===== config.mk =====
export PLATFORM = sky130hd
export DESIGN_NAME = bcd_press_counter
export DESIGN_NICKNAME = d
export VERILOG_FILES = /design/src/rtl/bcd_press_counter.sv
export SDC_FILE = /design/constraint.sdc
export NUM_CORES = 1
export LEC_CHECK = 0
export ABC_CLOCK_PERIOD_IN_PS = 3150
export CORE_MARGIN = 10
export CORE_UTILIZATION = 45
export DETAILED_ROUTE_END_ITERATION = 10
export PLACE_DENSITY = 0.58
export SYNTH_ARGS = -nofsm -noshare
export SYNTH_HDL_FRONTEND = slang
export SYNTH_SLANG_ARGS = --single-unit

===== constraint.sdc =====
create_clock -name i_Clk -period 3.15 [get_ports i_Clk]
set_clock_uncertainty 0.05 [all_clocks]
set_input_delay 0.63 -clock i_Clk [delete_from_list [all_inputs] [get_ports i_Clk]]
set_output_delay 0.63 -clock i_Clk [all_outputs]
set_load 0.02 [all_outputs]

===== src/rtl/bcd_press_counter.sv =====
// Two-digit BCD up/down/clear press counter.
// Raw switches are synchronised, debounced and edge-detected before counting.
module bcd_press_counter #(
  parameter int DEBOUNCE_LIMIT = 250000
) (
  input  logic       i_Clk,
  input  logic       i_Rst,
  input  logic       i_Switch_Up,
  input  logic       i_Switch_Down,
  input  logic       i_Switch_Clr,
  output logic [3:0] o_Tens,
  output logic [3:0] o_Ones,
  output logic       o_Wrap
);

  localparam int CW = (DEBOUNCE_LIMIT > 2) ? $clog2(DEBOUNCE_LIMIT) : 1;
  localparam logic [CW-1:0] CNT_MAX = CW'(DEBOUNCE_LIMIT - 1);

  localparam int UP  = 0;
  localparam int DN  = 1;
  localparam int CLR = 2;

  logic [2:0]    raw;
  logic [2:0]    meta_q;
  logic [2:0]    sync_q;
  logic [2:0]    level_q;
  logic [2:0]    prev_q;
  logic [CW-1:0] cnt_q [3];
  logic [2:0]    press;

  logic [3:0] tens_q, tens_d;
  logic [3:0] ones_q, ones_d;
  logic       wrap_q, wrap_d;

  assign raw = {i_Switch_Clr, i_Switch_Down, i_Switch_Up};

  always_ff @(posedge i_Clk) begin
    if (i_Rst) begin
      meta_q  <= '0;
      sync_q  <= '0;
      level_q <= '0;
      prev_q  <= '0;
      for (int i = 0; i < 3; i++) begin
        cnt_q[i] <= '0;
      end
    end else begin
      meta_q <= raw;
      sync_q <= meta_q;
      prev_q <= level_q;
      // Level only moves after CNT_MAX+1 consecutive disagreeing samples.
      for (int i = 0; i < 3; i++) begin
        if (sync_q[i] != level_q[i]) begin
          if (cnt_q[i] == CNT_MAX) begin
            level_q[i] <= sync_q[i];
            cnt_q[i]   <= '0;
          end else begin
            cnt_q[i] <= cnt_q[i] + CW'(1);
          end
        end else begin
          cnt_q[i] <= '0;
        end
      end
    end
  end

  assign press = level_q & ~prev_q;

  always_comb begin
    tens_d = tens_q;
    ones_d = ones_q;
    wrap_d = 1'b0;
    if (press[CLR]) begin
      tens_d = 4'd0;
      ones_d = 4'd0;
    end else if (press[UP] && !press[DN]) begin
      if (ones_q == 4'd9) begin
        ones_d = 4'd0;
        if (tens_q == 4'd9) begin
          tens_d = 4'd0;
          wrap_d = 1'b1;
        end else begin
          tens_d = tens_q + 4'd1;
        end
      end else begin
        ones_d = ones_q + 4'd1;
      end
    end else if (press[DN] && !press[UP]) begin
      if (ones_q == 4'd0) begin
        ones_d = 4'd9;
        if (tens_q == 4'd0) begin
          tens_d = 4'd9;
          wrap_d = 1'b1;
        end else begin
          tens_d = tens_q - 4'd1;
        end
      end else begin
        ones_d = ones_q - 4'd1;
      end
    end
  end

  always_ff @(posedge i_Clk) begin
    if (i_Rst) begin
      tens_q <= 4'd0;
      ones_q <= 4'd0;
      wrap_q <= 1'b0;
    end else begin
      tens_q <= tens_d;
      ones_q <= ones_d;
      wrap_q <= wrap_d;
    end
  end

  assign o_Tens = tens_q;
  assign o_Ones = ones_q;
  assign o_Wrap = wrap_q;

endmodule

==> flow_summary.yaml <==
worst_setup_path:
  cp.arrival_ns: 2.34
  worstPathRequired_ns: 3.18
  r2r-start: "cnt_q[0][11]$_SDFFCE_PP0P_"
  rrSetupSlack_ns: 0.83
  crit_family: "simple AND/OR/NAND/NOR gates"
  max_stage_delay_ns: 0.54
  path_cells: "or4_1 > or4_4 > o21ai_4 > nor2_1"
  path_class: "reg -> reg"
  cp-start-kind: "flop"
  crit_fanout: 17
  worst-path-buf-inv: 0
  cp-end-kind: "flop"
  r2r_end: "cnt_q[0][13]$_SDFFCE_PP0P_"
  cpMaxStageDelayCell: "or4_4"
  r2r_cells: 4
logic_synthesis:
  synth_area_sq_um: 4050
  yosys-top-cells-count: "59 x nor2_1, 54 x edfxtp_1, 32 x xnor2_1, 23 x inv_1, 22 x nand3_1"
  synth_top_cell_area_share_pct: 40.0
  yosys_warnings: 0
  synth_cells: 416
  synth_top_flop_cell: "edfxtp_1"
  synth_area_leaders: "edfxtp_1 40%, dfxtp_1 10%, xnor2_1 6.9%, nor2_1 5.5%, xor2_1 2.8%"
  synth.most_common_cell: "nor2_1"
  yosys_register_bits: 75
  synth_edf_count: 54
  async_flop_share_pct: 0
  yosysTopAreaCell: "edfxtp_1"
  syn_area_per_cell_sq_um: 9.74
  synth_cell_type_count: 50
  yosysSeqAreaShare_pct: 50.4
run_status:
  outcome: "completed"
worst_hold_path:
  hp-start: "meta_q[0]$_SDFF_PP0_"
  hold_depth: 1
  hold_end: "sync_q[0]$_SDFF_PP0_"
  hold_path_class: "reg -> reg"
clocking:
  cts_tree: "yes"
  post_cts_resized: 0
  cts.sinks: 75
  cts_setup_buffers: 0
  numCtsBuffers: 9
  cts.clk_slew.worst_paths_ns: 0.08
  h-tree-depth: 3
  clk_path_buf_depth: 2
  cts_root_buf: "clkbuf_8"
  ctsHoldBuffers: 0
  clk_latency_ns: 0.34
detailed_routing:
  first_pass_iters: 4
  ant_nets: 0
  vias: 2992
  drc: 0
  drt_iter0_drc: 122
  wl_per_cell_um: 12.1
  drt_wl_total_mm: 7.18
  viasPerCell: 5.05
finish:
  drive_above_1_share_pct: 5.58
  design_area_sq_um: 4640
  ff_latch_area_sq_um: 2040
  fin_util_pct: 53.0
  fillers: 812
  multi_input_area_sq_um: 2050
  final_nets: 489
  final_cells: 592
  diodes: 0
  areaGrowthSynthToFinish_pct: 14.6
grt:
  antenna_found_initial: 0
  grt_pass1_vias: 2739
  grt_max_degree: 19
  overflow: 0
  grt_pass1_wl_mm: 12.5
  grtUsageTotal_pct: 11.3
power_and_ir_drop:
  p_per_area_nw_per_um2: 409
  power.leakage_nw: 1.59
  ir_drop_v: 0.000229
floorplan:
  core_sq_um: 8760
  die_h_um: 115
  die_area_sq_um: 13200
  start_util_pct: 46.2
  ios: 14
  rows: 34
  dieWidth_um: 115
placement:
  place_congestion: 0.790
  hpwl_mm: 5.07
  dpl.cell_count: 576
  dpl-instance-area_sq_um: 4460
  dp_slack_ns: 0.806
  io_buffers: 13
sta:
  maxSlewViolCount: 0
  rsz0062_at_grt: "false"
  min_period_ns: 2.32
  finalSetupViolCount: 0
  timing.final.crit_share_pct: 73.5
  layout_setup_ws_ns: 0.833
  clock.fmax_ghz: 0.432
  hold_violations: 0
  max_slew.worst_pin.slew_ns: 0.680
  max_slew_margin_pct: 54.7
  setup_tns_ns: 0
job:
  maxCapViolations: 0
[metrics by stage]
step	power (mW)	hold WS, ns
after global routing	1.99	0.409
after floorplan	1.20	0.364
final	1.90	0.388
after detailed placement	1.23	0.375
after global placement	1.23	0.374
after CTS	1.92	0.392
[placed cells by master, fill, tap and decap left out, drive strengths merged, types with 3 or more instances in the layout]
cell type,count
nor2,59
edfxtp,54
conb,54
xnor2,32
inv,23
nand3,23
a21oi,21
dfxtp,21
nand2,17
o21ai,17
nor3,15
clkbuf,14
xor2,13
clkdlybuf4s50,13
nand4,13
or3,12
nor2b,12
or4,10
nor4,8
nand2b,5
o31ai,5
and3,5
ha,5
o211ai,5
nor4b,3
[where the power goes]
group | total (mW) | internal, mW | leakage, nW | switching, mW
clock | 0.695 | 0.350 | 0.0965 | 0.345
sequential | 1.12 | 1.09 | 0.727 | 0.0353
combinational | 0.0806 | 0.0345 | 0.767 | 0.0462
total | 1.90 | 1.47 | 1.59 | 0.427
[area by class of cell]
class	instances	area share, %
clock inverter	2	0.216
tap	108	2.91
sequential	75	44.0
timing repair buffer	15	3.13
clock buffer	14	3.72
multi-input combinational	355	44.2
inverter	23	1.86
[kinds of logic (layout without fill, tap and decap cells)]
family | count (synthesis) | in the layout | share of synthesized area, %
AOI/OAI and AO/OA | 58 | 58 | 8.99
and+or+nand+nor | 193 | 193 | 25.4
other | 1 | 54 | 0.0926
xor gates and xnor gates | 45 | 45 | 9.73
DFF | 75 | 75 | 50.4
buffers and inverters | 39 | 54 | 3.86
adders and majority gates | 5 | 5 | 1.54
[state kept, by name, indices dropped and copies added (netlist names)]
name	flops
o_Tens	4
prev_q	3
o_Ones	4
meta_q	3
level_q	3
sync_q	3
cnt_q	54
o_Wrap	1
[per-layer routing]
metal / global-route usage [%] / wire length (um)
met3: 2.40 / 204
met5: 0 / 0
met2: 17.4 / 3180
met1: 15.1 / 3680
met4: 4.70 / 117
[how the worst max path moves through the flow]
stage	start	end	slack (ns)	cells past startpoint
detailed placement	cnt_q[0][11]$_SDFFCE_PP0P_	cnt_q[0][7]$_SDFFCE_PP0P_	0.81	4
global route	cnt_q[2][0]$_SDFFCE_PP0P_	cnt_q[2][5]$_SDFFCE_PP0P_	0.65	5
global placement	cnt_q[0][11]$_SDFFCE_PP0P_	cnt_q[0][3]$_SDFFCE_PP0P_	0.84	4
floorplan	cnt_q[0][11]$_SDFFCE_PP0P_	cnt_q[0][9]$_SDFFCE_PP0P_	0.99	5
CTS	cnt_q[0][11]$_SDFFCE_PP0P_	cnt_q[0][5]$_SDFFCE_PP0P_	0.81	4
finish	cnt_q[0][11]$_SDFFCE_PP0P_	cnt_q[0][13]$_SDFFCE_PP0P_	0.83	4
Power figures use the tool's default switching activity.
